## src/rtl/hs32_pkg.sv

```systemverilog
// Shared encodings for the hs32 memory arbiter: FSM states, transaction owner, default widths.
package hs32_pkg;

  localparam int ADDR_W_DEF = 32;

  typedef enum logic [1:0] {
    ST_IDLE = 2'd0,
    ST_BUS  = 2'd1,
    ST_RESP = 2'd2
  } state_e;

  typedef enum logic {
    OWN_FETCH = 1'b0,
    OWN_EXEC  = 1'b1
  } owner_e;

endpackage

```

## src/rtl/hs32_mem_arbiter.sv

```systemverilog
// Fetch/execute arbiter onto one word-wide memory bus; one transaction in flight, ack 3 cycles after request at zero wait.
// Memory stalls by holding m_rdy low (m_stb held); requesters stall by holding reqm until their one-cycle ack.
module hs32_mem_arbiter
  import hs32_pkg::*;
#(
  parameter int ADDR_W = ADDR_W_DEF,
  parameter bit FAIR   = 1'b1
) (
  input  logic              clk,
  input  logic              rstn,
  input  logic [ADDR_W-1:0] f_addr,
  input  logic              f_reqm,
  output logic [31:0]       f_dtr,
  output logic              f_ackm,
  input  logic              flush,
  input  logic [ADDR_W-1:0] x_addr,
  input  logic [31:0]       x_dtw,
  input  logic              x_rw,
  input  logic              x_reqm,
  output logic [31:0]       x_dtr,
  output logic              x_ackm,
  output logic [ADDR_W-1:0] m_addr,
  output logic [31:0]       m_dout,
  output logic              m_we,
  output logic              m_stb,
  input  logic [31:0]       m_din,
  input  logic              m_rdy
);

  state_e              state_q, state_d;
  owner_e              owner_q, owner_d;
  owner_e              last_grant_q, last_grant_d;
  logic                flush_pend_q, flush_pend_d;
  logic                m_stb_q, m_stb_d;
  logic                m_we_q, m_we_d;
  logic [ADDR_W-1:0]   m_addr_q, m_addr_d;
  logic [31:0]         m_dout_q, m_dout_d;
  logic                f_ack_q, f_ack_d;
  logic                x_ack_q, x_ack_d;
  logic [31:0]         f_dtr_q, f_dtr_d;
  logic [31:0]         x_dtr_q, x_dtr_d;
  logic                grant_exec;
  logic                fetch_dropped;

  always_comb begin
    state_d      = state_q;
    owner_d      = owner_q;
    last_grant_d = last_grant_q;
    flush_pend_d = flush_pend_q;
    m_stb_d      = m_stb_q;
    m_we_d       = m_we_q;
    m_addr_d     = m_addr_q;
    m_dout_d     = m_dout_q;
    f_ack_d      = f_ack_q;
    x_ack_d      = x_ack_q;
    f_dtr_d      = f_dtr_q;
    x_dtr_d      = x_dtr_q;
    grant_exec   = 1'b0;
    // A flush seen on the capture edge itself must also drop the response.
    fetch_dropped = flush_pend_q | flush;

    case (state_q)
      ST_IDLE: begin
        if (f_reqm || x_reqm) begin
          grant_exec   = x_reqm && (!f_reqm || !FAIR || (last_grant_q == OWN_FETCH));
          owner_d      = grant_exec ? OWN_EXEC : OWN_FETCH;
          last_grant_d = grant_exec ? OWN_EXEC : OWN_FETCH;
          m_addr_d     = grant_exec ? x_addr : f_addr;
          m_dout_d     = grant_exec ? x_dtw : 32'h0;
          m_we_d       = grant_exec & x_rw;
          m_stb_d      = 1'b1;
          state_d      = ST_BUS;
        end
      end
      ST_BUS: begin
        if (flush && (owner_q == OWN_FETCH)) flush_pend_d = 1'b1;
        if (m_rdy) begin
          m_stb_d = 1'b0;
          m_we_d  = 1'b0;
          state_d = ST_RESP;
          if (owner_q == OWN_EXEC) begin
            x_dtr_d = m_din;
            x_ack_d = 1'b1;
          end else if (!fetch_dropped) begin
            f_dtr_d = m_din;
            f_ack_d = 1'b1;
          end
        end
      end
      ST_RESP: begin
        f_ack_d      = 1'b0;
        x_ack_d      = 1'b0;
        flush_pend_d = 1'b0;
        state_d      = ST_IDLE;
      end
      default: begin
        state_d = ST_IDLE;
      end
    endcase
  end

  always_ff @(posedge clk or negedge rstn) begin
    if (!rstn) begin
      state_q      <= ST_IDLE;
      owner_q      <= OWN_FETCH;
      last_grant_q <= OWN_FETCH;
      flush_pend_q <= 1'b0;
      m_stb_q      <= 1'b0;
      m_we_q       <= 1'b0;
      m_addr_q     <= '0;
      m_dout_q     <= 32'h0;
      f_ack_q      <= 1'b0;
      x_ack_q      <= 1'b0;
      f_dtr_q      <= 32'h0;
      x_dtr_q      <= 32'h0;
    end else begin
      state_q      <= state_d;
      owner_q      <= owner_d;
      last_grant_q <= last_grant_d;
      flush_pend_q <= flush_pend_d;
      m_stb_q      <= m_stb_d;
      m_we_q       <= m_we_d;
      m_addr_q     <= m_addr_d;
      m_dout_q     <= m_dout_d;
      f_ack_q      <= f_ack_d;
      x_ack_q      <= x_ack_d;
      f_dtr_q      <= f_dtr_d;
      x_dtr_q      <= x_dtr_d;
    end
  end

  // Flush arriving during the ack cycle still suppresses the fetch ack.
  assign f_ackm = f_ack_q & ~flush;
  assign x_ackm = x_ack_q;
  assign f_dtr  = f_dtr_q;
  assign x_dtr  = x_dtr_q;
  assign m_stb  = m_stb_q;
  assign m_we   = m_we_q;
  assign m_addr = m_addr_q;
  assign m_dout = m_dout_q;

endmodule

```

## config.mk

```make
export PLATFORM = sky130hd
export DESIGN_NAME = hs32_mem_arbiter
export DESIGN_NICKNAME = d
export VERILOG_FILES = /design/src/rtl/hs32_pkg.sv /design/src/rtl/hs32_mem_arbiter.sv
export SDC_FILE = /design/constraint.sdc
export NUM_CORES = 1
export LEC_CHECK = 0
export CAP_MARGIN = 30
export CORE_MARGIN = 2
export CORE_UTILIZATION = 40
export DETAILED_ROUTE_END_ITERATION = 10
export PLACE_DENSITY = 0.8
export SLEW_MARGIN = 40
export SYNTH_ARGS = -nofsm -noshare
export SYNTH_HDL_FRONTEND = slang
export SYNTH_SLANG_ARGS = --single-unit
```

## constraint.sdc

```tcl
create_clock -name clk -period 2.3 [get_ports clk]
set_input_delay 0.23 -clock clk [delete_from_list [all_inputs] [get_ports clk]]
set_output_delay 0.23 -clock clk [all_outputs]
set_load 0.05 [all_outputs]
```

==> results of run 1 <==
==> worst min path at each step <==
stage                endpoint  depth (start not counted)  slack [ps]
floorplan             f_ack_q                          0         -70
CTS                 f_dtr[16]                          2         340
global placement    f_dtr[16]                          1         190
detailed placement  x_dtr[16]                          1         200
global route        f_dtr[16]                          2         360
finish              x_dtr[16]                          2         330
==> cells in the mapped netlist <==
master and instances:
or2_1 2, a21boi_1 1, mux2_2 35, or4_1 1, buf_12 3, a21bo_2 1
inv_1 3, buf_6 1, nor2b_1 1, clkbuf_1 18, nor2_1 3, buf_2 10
a21boi_0 1, nand3_1 1, a21o_1 1, or2b_1 1, a22o_1 32, nor3_2 1
mux2_4 29, dfrtp_1 136, o31ai_1 1, nor3b_1 1, nand2_1 37, a211oi_1 32
nand2b_1 1, a2bb2oi_1 32, nand3b_1 1, o21ai_0 3, nor3_1 1, o41ai_1 1
==> power by group <==
group	internal, mW	switching, mW	total (mW)	leakage (nW)
combinational	3.35	5.54	8.89	1.97
clock	1.66	1.04	2.70	0.286
sequential	3.55	0.706	4.26	1.67
total	8.57	7.28	15.8	3.93
==> repair_timing <==
item | 4_1_cts | 5_1_grt
setup buffers | 0 | 0
hold buffers | 1 | 0
endpoints found under the hold margin | 47 | 0
==> cell type report <==
type	count	area (sq um)
Clock buffer	19	452.9
Clock inverter	13	145.1
Fill cell	987	4360
Inverter	3	11.26
Multi-Input combinational cell	220	1941
Sequential cell	136	3403
Tap cell	176	220.2
Timing Repair Buffer	279	2814
==> cell families (layout without fill, tap and decap cells) <==
group,count (synthesis),count (layout),synth area share [%]
flip-flops,136,136,61.62
AO/OA/AOI/OAI,105,105,15.65
multiplexers,64,64,15.02
AND/OR/NAND/NOR,51,51,4.078
buffers and inverters,35,314,3.625
==> routing by layer <==
| metal | up-vias | GRT usage (%) |
|---|---|---|
| li1 | 1980 | - |
| met1 | 2126 | 26.68 |
| met2 | 222 | 35.64 |
| met3 | 23 | 6.250 |
| met4 | 0 | 8.190 |
| met5 | - | 0 |
==> state kept, by name, indices dropped and copies added (netlist names), 2 cells and up <==
register  count
m_dout       32
state_q       2
m_addr       32
f_dtr        32
x_dtr        32
==> stage by stage <==
stage          hold WS (ps)  instances  total power [mW]  area [sq um]  utilization [%]
3_5_place_dp          195.4        813             13.20          8379            62.78
5_1_grt               361.3        846             16.52          8987            67.33
4_1_cts               342.2        846             15.97          8987            67.33
3_3_place_gp          190.4        813             13.03          8374            62.74
6_report              330.1        846             15.85          8987            67.33
2_1_floorplan        -65.59        391             10.02          5523                -
==> worst reg2reg max path, stage by stage, from the launching register on <==
cell     delay [ps]
dfrtp_1         450
or2_1           300
buf_4           260
or2_1           370
buf_12          220
a22o_1          260
==> impl_metrics.csv, run 1 <==
group,metric,value,unit
timing,timing.setup.tns,0,ps
global_routing,grt_pass1_wl,24400,microns
die,die_w,121.5,microns
routing,viasPerCell,5.143,
timing,layout_setup_ws,341.9,ps
synth,ys_types,30,
synth,synth_top_area_share,61.62,%
die,rows,42,
setup_path,critPathBufInv,2,
pwr,leakagePower,3.925,nW
synth,synth_area,0.005523,sq mm
timing,worstMarginPinSlew,763.2,ps
synth,avgSynthCellArea,14.12,sq um
clock_network,numClockSinks,136,
cells_and_area,drive_above_1_share,17.16,%
flow_run,max_cap_viol_count,0,
global_routing,antenna_found_initial,0,
timing,period_needed,1958,ps
routing,vias,4351,
die,core_area,0.01335,sq mm
setup_path,crit_end,"m_dout[4]",
setup_path,cpMostUsedCell,"or2_1",
pwr,vdd_ir_drop_max,0.9955,mV
clock_network,clk_latency,410,ps
routing,routed_wl,15640,microns
setup_path,critPathLaunchType,"flop",
cells_and_area,area_growth,62.73,%
setup_path,criticalPathCategory,"reg2reg",
clock_network,cts_made_buffers,17,
setup_path,cp.depth,5,
die,io_pins,267,
setup_path,slowest_delay,450,ps
global_routing,grt_pass1_vias,4628,
clock_network,clk_pin_slew,60,ps
synth,ys_ff_latch,136,
setup_path,crit_arrival,2240,ps
synth,yosysTopAreaCell,"dfrtp_1",
routing,drcViolationCount,0,
routing,wirelength_met1,6427,microns
clock_network,cts.htree.levels,4,
timing,finalCritPeriodShare,85.14,%
routing,top_layer,"met4",
setup_path,r2r-end,"m_dout[4]",
timing,clock_skew,9.090,ps
setup_path,critPathTopFamily,"simple AND/OR/NAND/NOR gates",
routing,met3_length,1323,microns
clock_network,cts_tree,"done",
setup_path,r2r_cells,5,
clock_network,root_buffer,"clkbuf_16",
routing,drt_iter0_drc,219,
min_path,hp-class,"in2async",
setup_path,path_cells,"or2_1, buf_4, or2_1, buf_12, a22o_1",
timing,setup_viol,0,
setup_path,cpMaxStageDelayCell,"dfrtp_1",
setup_path,regToRegSetupSlack,340,ps
routing,dr_wl_met2,7524,microns
setup_path,crit_start,"state_q[0]",
synth,yosysSeqAreaShare,61.62,%
timing,slew_viol_final,0,
global_routing,grtUsageTotal,21.49,%
cells_and_area,final_common_cell,"clkdlybuf4s50_1",
placement,hpwl,11370,microns
clock_network,cts_resized,0,
die,fp.dieArea,0.01476,sq mm
cells_and_area,fin_nets,792,
timing,rsz0062_at_grt,"false",
pwr,p_per_area,1763,mW/mm^2
placement,gp_congestion,0.8035,
synth,synthCells,391,
synth,yosysWarnings,0,
setup_path,path_max_fanout,34,
timing,hold_viol_final,0,
routing,wl_per_cell,18.48,microns
setup_path,required,2590,ps
die,die-height,121.5,microns
outcome,status,"completed",
setup_path,end_kind,"flop",
synth,synthesis.nets,526,
cells_and_area,diodes,0,
global_routing,grt_overflow_total,0,
placement,dp_slack,143.4,ps
global_routing,grt_max_degree,51,
timing,fmax,510.7,MHz
setup_path,r2r_start,"state_q[0]",
timing,max_slew_margin,49.00,%
die,start_util,41.38,%
placement,port_buffers,266,
synth,synth.area.top_cells,"dfrtp_1 (62%), mux2_4 (7.9%), mux2_2 (7.1%)",
routing,first_pass_iters,4,
clock_network,clockBufferDepth,2,
cells_and_area,final_cell_mix,"clkdlybuf4s50_1 (265), dfrtp_1 (136), nand2_1 (37)",
routing,ant_nets,0,
Power figures use the tool's default switching activity.
==> run 2, diff against run 1 <==
==> constraint.sdc (replaced) <==
create_clock -name clk -period 2.3 [get_ports clk]
set_input_delay 0.23 -clock clk [delete_from_list [all_inputs] [get_ports clk]]
set_output_delay 0.23 -clock clk [all_outputs]
set_load 0.1 [all_outputs]
==> impl_metrics.csv, run 2 (synthesis gave the netlist of run 1 again) <==
group,metric,value,unit
outcome,status,"completed",
cells_and_area,regArea,0.003403,sq mm
setup_path,cpMostUsedCell,"or2_1",
timing,setup_viol,0,
setup_path,criticalPathCategory,"reg2reg",
global_routing,grt_overflow_total,0,
routing,viasPerCell,5.217,
timing,layout_setup_ws,342.8,ps
setup_path,cpMaxStageDelayCell,"dfrtp_1",
cells_and_area,drive_above_1_share,36.32,%
setup_path,cp.depth,5,
global_routing,grtUsageTotal,20.95,%
routing,drcViolationCount,0,
placement,dpl_cell_area,0.008041,sq mm
timing,period_needed,1957,ps
clock_network,cts.htree.levels,4,
setup_path,required,2590,ps
setup_path,r2r_cells,5,
setup_path,path_max_fanout,34,
clock_network,clk_pin_slew,60,ps
die,fp.dieArea,0.01476,sq mm
die,die_w,121.5,microns
cells_and_area,diodes,0,
timing,hold_ws,339.5,ps
setup_path,critPathLaunchType,"flop",
placement,hpwl,11240,microns
clock_network,numClockSinks,136,
global_routing,grt_pass1_wl,23850,microns
clock_network,root_buffer,"clkbuf_16",
global_routing,grt_pass1_vias,4413,
routing,ant_nets,0,
setup_path,path_cells,"or2_1, buf_4, or2_1, buf_12, a22o_1",
setup_path,end_kind,"flop",
timing,max_slew_margin,48.14,%
timing,hold_viol_final,0,
routing,vias,4408,
cells_and_area,area_growth,58.07,%
placement,dp_slack,152.7,ps
setup_path,crit_arrival,2250,ps
global_routing,grt_max_degree,57,
clock_network,cts_made_buffers,17,
placement,gp_congestion,0.8078,
clock_network,cts_tree,"done",
timing,finalCritPeriodShare,85.09,%
cells_and_area,fin_area,0.008730,sq mm
timing,worstMarginPinSlew,776.0,ps
placement,port_buffers,266,
flow_run,max_cap_viol_count,0,
timing,clock_skew,4.787,ps
timing,rsz0062_at_grt,"false",
setup_path,regToRegSetupSlack,340,ps
setup_path,slowest_delay,440,ps
die,io_pins,267,
clock_network,clk_latency,400,ps
cells_and_area,multi_input_area,0.001941,sq mm
cells_and_area,final_common_cell,"buf_4",
routing,drt_iter0_drc,312,
global_routing,antenna_found_initial,0,
min_path,hp-class,"in2async",
clock_network,clockBufferDepth,2,
timing,fmax,510.9,MHz
timing,slew_viol_final,0,
cells_and_area,fillers,1018,
routing,first_pass_iters,7,
die,core_area,0.01335,sq mm
routing,wl_per_cell,18.43,microns
die,start_util,41.38,%
setup_path,critPathBufInv,2,
cells_and_area,fin_nets,791,
timing,timing.setup.tns,0,ps
die,rows,42,
setup_path,critPathTopFamily,"simple AND/OR/NAND/NOR gates",
routing,routed_wl,15570,microns
cells_and_area,final_cell_mix,"buf_4 (139), dfrtp_1 (136), clkdlybuf4s50_1 (133)",
die,die-height,121.5,microns
-- run 2: cell types whose count changed in the layout (fill, tap and decap cells not counted) --
cell | before | now
bufinv_16 | 2 | 6
clkinvlp_4 | 3 | 1
buf_4 | 8 | 139
clkbuf_1 | 0 | 3
clkdlybuf4s50_1 | 265 | 133
inv_6 | 3 | 2
clkinv_4 | 3 | 1
clkinv_2 | 2 | 0
-- run 2: per-layer routing --
| metal | routed length (microns) | track usage [%] | vias to the layer above |
|---|---|---|---|
| li1 | - | - | 1982 |
| met1 | 6323 | 25.53 | 2169 |
| met2 | 7635 | 35.57 | 238 |
| met3 | 1405 | 7.237 | 19 |
| met4 | 210 | 5.603 | 0 |
| met5 | 0 | 0 | - |
-- run 2: cell type report --
class,instances,area share (%)
clock inverters,10,2.451
clock buffers,22,5.317
well taps,176,2.523
repair buffers,278,28.36
multi-input cells,220,22.23
flip-flops and latches,136,38.99
inverters,3,0.1290
-- run 2: path summary, 6_finish.rpt --
check,startpoint,endpoint
max reg2reg,state_q[0],m_dout[25]
min,rstn,f_dtr[15]
min in group clk,f_addr[28],m_addr[28]
max in group asynchronous,rstn,m_dout[15]
min reg2reg,x_ackm,x_ackm
max,state_q[0],m_dout[25]
-- run 2: repair_timing --
item / 4_1_cts / 5_1_grt
hold endpoints to repair: 54 / 0
hold buffers: 1 / 0
gates resized for setup: 0 / 0
setup buffers: 0 / 0
-- run 2: metrics by stage --
stage,util (%),cells
after floorplan,-,391
after global placement,60.21,812
after detailed placement,60.25,812
after CTS,65.40,845
after global routing,65.40,845
final,65.40,845
Power of run 2 is left out: the tool's default activity adds up to more than one toggle a clock period on the data nets, which glitch-free logic cannot reach.
